`src/rtl/mprj_pad_cfg_loader_if.sv`:
```
// Register-side and chain-side signal bundle for the pad drive-mode loader.
interface mprj_pad_cfg_loader_if;
  logic       cfg_we;
  logic [5:0] cfg_addr;
  logic [2:0] cfg_wdata;
  logic [2:0] cfg_rdata;
  logic       wr_err;
  logic       load_req;
  logic       load_busy;
  logic       load_done;
  logic       ser_clk;
  logic       ser_data;
  logic       ser_load;

  modport master (
    output cfg_we, cfg_addr, cfg_wdata, load_req,
    input  cfg_rdata, wr_err, load_busy, load_done,
    input  ser_clk, ser_data, ser_load
  );

  modport slave (
    input  cfg_we, cfg_addr, cfg_wdata, load_req,
    output cfg_rdata, wr_err, load_busy, load_done,
    output ser_clk, ser_data, ser_load
  );
endinterface

```
`src/rtl/mprj_pad_cfg_loader.sv`:
```
// Pad DM bank plus serial shift/latch loader for the padframe control chain.
// Optional PAD_CFG_AUTOLOAD_EN: load the default bank right after reset.
module mprj_pad_cfg_loader #(
  parameter int NUM_PADS = 38,
  parameter int DM_W     = 3,
  parameter int CLK_DIV  = 2
) (
  input logic clock,
  input logic resetn,
  mprj_pad_cfg_loader_if.slave bus
);

  localparam int NB  = NUM_PADS * DM_W;
  localparam int BW  = $clog2(NB);
  localparam int PER = 2 * CLK_DIV;
  localparam int PW  = $clog2(PER + 1);
  localparam int AW  = (NUM_PADS > 1) ? $clog2(NUM_PADS) : 1;

  typedef enum logic [1:0] {
    IDLE,
    SHIFT,
    LATCH,
    DONE
  } state_t;

  state_t          state;
  logic [DM_W-1:0] bank [NUM_PADS];
  logic [NB-1:0]   flat;
  logic [BW-1:0]   bitcnt;
  logic [PW-1:0]   phase;
  logic            pending;
  logic            in_range;
  logic            wr_ok;
  logic            start;
  logic [AW-1:0]   idx;
  logic [DM_W-1:0] wval;
`ifdef PAD_CFG_AUTOLOAD_EN
  logic            boot;
`endif

  assign in_range = {26'd0, bus.cfg_addr} < 32'(NUM_PADS);
  assign idx      = bus.cfg_addr[AW-1:0];
  assign wr_ok    = bus.cfg_we & in_range & (state == IDLE);
  assign start    = bus.load_req | pending;

  always_comb begin
    bus.cfg_rdata = '0;
    if (in_range) bus.cfg_rdata = bank[idx];
  end

  // Unsupported modes fall back to plain input.
  always_comb begin
    wval = DM_W'(1);
    unique case (bus.cfg_wdata)
      DM_W'(1), DM_W'(2), DM_W'(3), DM_W'(6): wval = bus.cfg_wdata;
      default: wval = DM_W'(1);
    endcase
  end

  // Bit b of the stream is pad b/DM_W, mode bit b%DM_W.
  always_comb begin
    flat = '0;
    for (int p = 0; p < NUM_PADS; p++)
      flat[p*DM_W +: DM_W] = bank[p];
  end

  always_ff @(posedge clock or negedge resetn) begin
    if (!resetn) begin
      state         <= IDLE;
      pending       <= 1'b0;
      bitcnt        <= '0;
      phase         <= '0;
      bus.ser_clk   <= 1'b0;
      bus.ser_data  <= 1'b0;
      bus.ser_load  <= 1'b0;
      bus.load_busy <= 1'b0;
      bus.load_done <= 1'b0;
      bus.wr_err    <= 1'b0;
      for (int i = 0; i < NUM_PADS; i++)
        bank[i] <= DM_W'(1);
`ifdef PAD_CFG_AUTOLOAD_EN
      boot          <= 1'b1;
`endif
    end else begin
      bus.wr_err    <= bus.cfg_we & ~wr_ok;
      bus.load_done <= 1'b0;
      if (wr_ok) bank[idx] <= wval;
      if (state != IDLE && bus.load_req) pending <= 1'b1;
      unique case (state)
        IDLE: begin
          if (start) begin
            state         <= SHIFT;
            pending       <= 1'b0;
            bus.load_busy <= 1'b1;
            bitcnt        <= BW'(NB - 1);
            phase         <= '0;
            bus.ser_clk   <= 1'b0;
            bus.ser_data  <= flat[NB-1];
          end
        end
        SHIFT: begin
          if (phase == PW'(PER - 1)) begin
            phase       <= '0;
            bus.ser_clk <= 1'b0;
            if (bitcnt == '0) begin
              state        <= LATCH;
              bus.ser_data <= 1'b0;
              bus.ser_load <= 1'b1;
            end else begin
              bitcnt       <= bitcnt - 1'b1;
              bus.ser_data <= flat[bitcnt - 1'b1];
            end
          end else begin
            phase       <= phase + 1'b1;
            bus.ser_clk <= (phase + 1'b1) >= PW'(CLK_DIV);
          end
        end
        LATCH: begin
          if (phase == PW'(PER - 1)) begin
            phase         <= '0;
            bus.ser_load  <= 1'b0;
            bus.load_done <= 1'b1;
            state         <= DONE;
          end else begin
            phase <= phase + 1'b1;
          end
        end
        DONE: begin
          bus.load_busy <= 1'b0;
          state         <= IDLE;
        end
        default: state <= IDLE;
      endcase
`ifdef PAD_CFG_AUTOLOAD_EN
      if (boot) begin
        boot    <= 1'b0;
        pending <= 1'b1;
      end
`endif
    end
  end

endmodule

```
`src/flat_wrapper.sv`:
```
// flat-port wrapper written by rule: the top's interface ports become plain ports
module mprj_pad_cfg_loader_flat 
#(
  parameter int NUM_PADS = 38,
  parameter int DM_W     = 3,
  parameter int CLK_DIV  = 2
)
  (clock, resetn, bus_cfg_we, bus_cfg_addr, bus_cfg_wdata, bus_load_req, bus_cfg_rdata, bus_wr_err, bus_load_busy, bus_load_done, bus_ser_clk, bus_ser_data, bus_ser_load);
  mprj_pad_cfg_loader_if bus_i ();
  input logic clock;
  input logic resetn;
  input wire logic [$bits(bus_i.cfg_we)-1:0] bus_cfg_we;
  input wire logic [$bits(bus_i.cfg_addr)-1:0] bus_cfg_addr;
  input wire logic [$bits(bus_i.cfg_wdata)-1:0] bus_cfg_wdata;
  input wire logic [$bits(bus_i.load_req)-1:0] bus_load_req;
  output wire logic [$bits(bus_i.cfg_rdata)-1:0] bus_cfg_rdata;
  output wire logic [$bits(bus_i.wr_err)-1:0] bus_wr_err;
  output wire logic [$bits(bus_i.load_busy)-1:0] bus_load_busy;
  output wire logic [$bits(bus_i.load_done)-1:0] bus_load_done;
  output wire logic [$bits(bus_i.ser_clk)-1:0] bus_ser_clk;
  output wire logic [$bits(bus_i.ser_data)-1:0] bus_ser_data;
  output wire logic [$bits(bus_i.ser_load)-1:0] bus_ser_load;
  assign bus_i.cfg_we = bus_cfg_we;
  assign bus_i.cfg_addr = bus_cfg_addr;
  assign bus_i.cfg_wdata = bus_cfg_wdata;
  assign bus_i.load_req = bus_load_req;
  assign bus_cfg_rdata = bus_i.cfg_rdata;
  assign bus_wr_err = bus_i.wr_err;
  assign bus_load_busy = bus_i.load_busy;
  assign bus_load_done = bus_i.load_done;
  assign bus_ser_clk = bus_i.ser_clk;
  assign bus_ser_data = bus_i.ser_data;
  assign bus_ser_load = bus_i.ser_load;
  mprj_pad_cfg_loader #(.NUM_PADS(NUM_PADS), .DM_W(DM_W), .CLK_DIV(CLK_DIV)) u_core (.clock(clock), .resetn(resetn), .bus(bus_i));
endmodule
```
`config.mk`:
```
export PLATFORM = sky130hd
export DESIGN_NAME = mprj_pad_cfg_loader_flat
export DESIGN_NICKNAME = d
export VERILOG_FILES = /design/src/rtl/mprj_pad_cfg_loader_if.sv /design/src/rtl/mprj_pad_cfg_loader.sv /design/src/flat_wrapper.sv
export SDC_FILE = /design/constraint.sdc
export NUM_CORES = 1
export LEC_CHECK = 0
export ABC_AREA = 1
export BUFFER_PORTS_ARGS = -buffer_cell sky130_fd_sc_hd__buf_2
export CAP_MARGIN = 20
export CORE_MARGIN = 1
export CORE_UTILIZATION = 50
export CTS_CLUSTER_SIZE = 16
export DETAILED_ROUTE_END_ITERATION = 6
export PLACE_DENSITY = 0.71
export SETUP_SLACK_MARGIN = 0.1
export SYNTH_ARGS = -nofsm -noshare
export SYNTH_HDL_FRONTEND = slang
export SYNTH_SLANG_ARGS = --single-unit
export TNS_END_PERCENT = 30
```
`constraint.sdc`:
```
create_clock -name clock -period 2.4 [get_ports clock]
set_clock_uncertainty 0.15 [all_clocks]
set_input_delay 0.6 -clock clock [delete_from_list [all_inputs] [get_ports clock]]
set_output_delay 0.6 -clock clock [all_outputs]
set_load 0.02 [all_outputs]
```
==> After elaboration in Yosys (flattened, before gate mapping) <==
Index checks and enable logic that the tools add are counted.
{ "totals": {"reg_bits": 133, "in_bits": 13, "output_inout_bits": 9} }
{ "op_classes": {"add_sub_neg": 2, "order_cmp": 5, "n_eq_ne": 13, "muxes": 40, "n_bitwise": 6, "reduce_logical": 18} }
{ "op_table": {"columns": ["cell", "count"], "rows": [
  ["114-bit bitwise mux", 1],
  ["3-bit two-way mux", 7],
  ["7-bit two-way mux", 3],
  ["3-bit binary-select mux with 6-bit select", 1],
  ["3-bit demux with 6-bit select", 1],
  ["1-bit two-way mux", 15],
  ["7-bit case mux with 2 select lines", 1],
  ["4-bit AND reduction", 3],
  ["2-bit nonzero test", 5],
  ["3-bit by 2-bit == test with 1-bit output, second input constant", 3],
  ["7-bit by 8-bit < comparator with 1-bit output, second input constant", 1],
  ["2-bit two-way mux", 4],
  ["2-bit by 1-bit inequality test with 1-bit output, second input constant", 4],
  ["1-bit case mux with 2 select lines", 4],
  ["2-bit case mux with 4 select lines", 1],
  ["1-bit binary-select mux with 7-bit select", 1],
  ["7-bit greater-or-equal comparator, second input constant", 1],
  ["7-bit logical NOT", 1],
  ["7-bit by 1-bit < comparator with 1-bit output, second input constant", 1],
  ["6-bit inverter with 7-bit output", 1],
  ["7-bit by 1-bit subtractor with 7-bit output, second input constant", 1],
  ["6-bit < comparator, second input constant", 1],
  ["3-bit case mux with 2 select lines", 1],
  ["2-bit AND reduction", 3],
  ["15 further kinds", 19]
]} }

==> Depth between registers and ports, before layout <==
{ "depth": {"depth_word": 6, "ltp_mapped": 18, "mapped_depth_nobuf": 15} }

==> Worst setup path after synthesis <==
OpenSTA, ideal clock, no wires.
{ "synth_path": {"path_kind": "in2out", "from": "input bus_cfg_addr[0]", "to": "output bus_cfg_rdata[0]", "t_arrival_ns": 1.915, "t_required_ns": 1.650, "setup_slack_ns": -0.265, "path_stages": 9, "n_path_buf": 2, "path_cell_list": "buf_2 > inv_1 > nand3_1 > inv_1 > buf_2 > a221oi_1 > nand4_1 > nand2_1 > nand4_1"} }
{ "synth_via": {"elab_chain_cells": 5, "elab_cells_between_ends": 6} }
{ "synth_rtl": {"columns": ["element", "line_no", "text"], "rows": [
  ["start: declaration", "flat_wrapper.sv:13", "input wire logic [$bits(bus_i.cfg_addr)-1:0] bus_cfg_addr;"],
  ["6-bit inverter with 7-bit output (implied by the code)", "mprj_pad_cfg_loader.sv:48", "if (in_range) bus.cfg_rdata = bank[idx];"],
  ["3-bit binary-select mux with 6-bit select", "mprj_pad_cfg_loader.sv:48", null],
  ["3-bit two-way mux (implied by the code) (2 in a row)", "mprj_pad_cfg_loader.sv:48", null],
  ["3-bit two-way mux *", "mprj_pad_cfg_loader.sv:48", null],
  ["end: declaration", "flat_wrapper.sv:16", "output wire logic [$bits(bus_i.cfg_rdata)-1:0] bus_cfg_rdata;"]
]} }
Mark *: on every way between the ends. The rest lies on a longest branch, timed or not. The select of a mux whose other input is x is not followed.

==> Final worst setup path <==
{ "layout_path": {"from": "input bus_cfg_addr[0]", "to": "output bus_cfg_rdata[1]"} }
The elaborated chain is that of the path after synthesis.

==> results.txt <==
# fillers: 1228
RR Startpoint: u_core.bitcnt[0]
GRT Residual Overflow: 0
CP Class: primary input to primary output
Top cell type by total area after synthesis: dfrtp_1
EDFF count, synth: 0
Max Clk Rate: 0.373 GHz
#FFs+latches synth: 133
Avg WL per Cell: 18.2 um
Worst-margin pin slew: 455 ps
CTS tree: done
Reg2Reg Depth: 14
Critical path peak fanout: 8
Deepest clock path buffer count: 2
Fin crit share: 112%
Site Rows: 43
Async S/R FF share, synth: 100%
Nets@finish: 1051
First-pass DRT Iterations: 6
Total chip power: 4.97 mW
Most numerous cell in the Yosys netlist: nand2_1
GR Util All Layers: 31.9%
Max-slew headroom: 69.6%
Yosys top cell area share: 32.9%
Synthesized area: 0.00722 mm2
Clock transition at the registers of the reported paths: 60 ps
Placed Cells: 1189
Largest net degree at the start of global routing: 45
Synth unique cells: 36
Critical Path RT: 1650 ps
WP data arrival: 1930 ps
CP endpoint kind: primary output
Layout area overhead: 23.3%
CTS Buf Count: 17
Clk root buf: clkbuf_16
Violated checks: negative setup slack
Flop2flop setup slack: 100 ps
Layout cells sized above 1: 20.5%
ANT nets after route: 0
Min setup slack post-route: -278 ps
Multi-input logic area: 0.00361 mm2
Reg2Reg Capture Point: u_core.bus.ser_data
VDD IR max: 0.455 mV
Slowest stage delay, CP: 170 ps
I/O pins: 22
Initial antenna violation count: 0
PwrDens: 558 mW/mm2
Pins Over Slew Limit: 0
Sw Share: 23.4%
Internal power: 3.81 mW
H-tree depth reported by CTS: 4
Residual DRC: 0
Crit-path most repeated cell: nand2_1
Worst hold path type: primary input to register
Routability-driven placement congestion ratio: 0.964
Syn Nets: 982
RSZ-0062 raised after global routing: true
Crit path cell chain: buf_12, buf_6, nand3_4, inv_6, nand2_1, nand2_1, a221oi_2, nand2_1, nand2_1, nand2_1, nor2_2, nand3_2, buf_6
Final setup fails: 3
Final core occ: 63.7%
Hold Path Cell Cnt: 3
Die W: 122 um
Final worst path period need: 2680 ps
Routed vias: 7144
Inserted Diodes: 0
Switch Pwr: 1.17 mW
Routed wire length: 22.2 mm
Syn Inst Count: 960
LEAKAGE: 3.79 nW
Final hold vios: 0
Top cells by area, synth: dfrtp_1 (33%), nand2_1 (19%), dfstp_2 (14%), o21ai_0 (8.8%), nand3_1 (8.3%)
Initial Utilization: 51.6%
Clk network pwr share: 49.6%
Min-Delay Endpoint: u_core.pending
DRT iter0 DRCs: 841
Via density: 5.85
Reg power frac: 45.2%
Slowest-stage cell, CP: a221oi_2
Port Buffer Count: 21
Die ar.: 0.0149 mm2
Register area: 0.00338 mm2
Hold Crit Start: bus_load_req
Layout Cells excl Fill: 1222
Core Area: 0.0140 mm2
Combinational share of power: 5.2%
Synth top cells by count: nand2_1 (357), o21ai_0 (127), nand3_1 (120)
Most used flip-flop cell after synthesis: dfrtp_1
YS warnings: 0
Clock Latency Late Sink: 430 ps
Max-Cap Viols: 0
Startpoint types: primary input
DP Worst Slack: -525 ps
Post-CTS setup buffers: 0
Die height: 122 um
Syn_area_per_cell: 7.52 um2
Register area share after synthesis: 46.7%
DP HPWL: 15.2 mm
First-pass GRT wire length: 35.6 mm
Clock Sinks: 133
Status: complete, but fails checks
Vias in the first global route: 6581
## flip-flops by register name, summed over array words and instances, names as in the netlist, 2 cells and up
name           flops
u_core.bitcnt      7
u_core.phase       3
u_core.state       2
u_core.bank      114
## area by class of cell
| class | instances | area share, % |
|---|---|---|
| multi-input combinational | 728 | 40.6 |
| sequential | 133 | 37.9 |
| timing repair buffer | 98 | 10.2 |
| clock buffer | 20 | 5.13 |
| inverter | 51 | 2.54 |
| tap | 180 | 2.53 |
| clock inverter | 12 | 1.15 |
## critical path: cells and delay by family
family,cells,cell delay (ps)
AO/OA/AOI/OAI,1,170
buffers and inverters,4,440
AND/OR/NAND/NOR,8,700
## power groups by stage
stage          combinational, mW  clock, mW  sequential [mW]
2_1_floorplan             0.0891          0             2.29
3_3_place_gp               0.233          0             2.29
3_5_place_dp               0.236          0             2.29
4_1_cts                    0.255       2.49             2.25
5_1_grt                    0.281       2.58             2.25
6_report                   0.259       2.47             2.25
## layout by cell type, fill, tap and decap left out, types with 3 or more instances in the layout
| master | netlist | routed |
|---|---|---|
| nor2_2 | 0 | 3 |
| dfrtp_1 | 95 | 94 |
| nand3_1 | 120 | 116 |
| nor2_1 | 28 | 24 |
| a221oi_2 | 0 | 7 |
| buf_4 | 0 | 60 |
| inv_2 | 2 | 3 |
| o21ai_0 | 127 | 127 |
| clkbuf_16 | 0 | 17 |
| inv_6 | 0 | 6 |
| dfstp_2 | 38 | 38 |
| nor3_1 | 8 | 8 |
| buf_6 | 1 | 9 |
| a22o_1 | 7 | 7 |
| a22oi_1 | 18 | 16 |
| nand4_1 | 14 | 14 |
| nand3_4 | 1 | 4 |
| nand2_1 | 357 | 350 |
| inv_1 | 49 | 40 |
| buf_12 | 0 | 13 |
| buf_2 | 16 | 14 |
| clkinv_2 | 0 | 5 |
| clkinvlp_4 | 0 | 4 |
| inv_4 | 0 | 3 |
| a21oi_1 | 9 | 7 |
| nand2_2 | 0 | 5 |
| ha_1 | 9 | 8 |
| o22ai_1 | 3 | 3 |
## cells by family (layout without fill, tap and decap cells)
family	count (synthesis)	in the layout	synth area share, %
buffers and inverters	99	181	5.54
xor gates and xnor gates	2	2	0.243
AOI/OAI and AO/OA	180	180	14.2
and+or+nand+nor	537	537	31.7
DFF	133	133	46.7
adders and majority gates	9	9	1.56
## routing by layer
| metal | share of wire, % | global-route usage (%) |
|---|---|---|
| met2 | 44 | 47.7 |
| met5 | 0 | 0 |
| met3 | 12 | 8.99 |
| met4 | 2.4 | 11.5 |
| met1 | 42 | 44.0 |
## how the worst max path moves through the flow
stage                     from          endpoint  slack [ps]
2_1_floorplan  bus_cfg_addr[1]  bus_cfg_rdata[0]         -50
3_3_place_gp   bus_cfg_addr[0]  bus_cfg_rdata[1]        -550
3_5_place_dp   bus_cfg_addr[0]  bus_cfg_rdata[1]        -530
4_1_cts        bus_cfg_addr[0]  bus_cfg_rdata[0]        -260
5_1_grt        bus_cfg_addr[2]  bus_cfg_rdata[2]        -350
6_report       bus_cfg_addr[0]  bus_cfg_rdata[1]        -280
## repair_timing
action | CTS | global route
cloned | 0 | 0
pin swaps | 12 | 13
hold buffers | 1 | 0
resized for setup | 35 | 23
setup endpoints to repair | 4 | 12
endpoints found under the hold margin | 26 | 0
## metrics by stage
stage	instance area, um2	setup TNS [ps]	hold WS (ps)
floorplan	7340	-161	154
detailed placement	8130	-13330	318
global route	8910	-1100	293
CTS	8830	-779	282
global placement	8130	-9400	311
finish	8910	-795	274
Note: power is estimated with default switching activity, not from simulation.
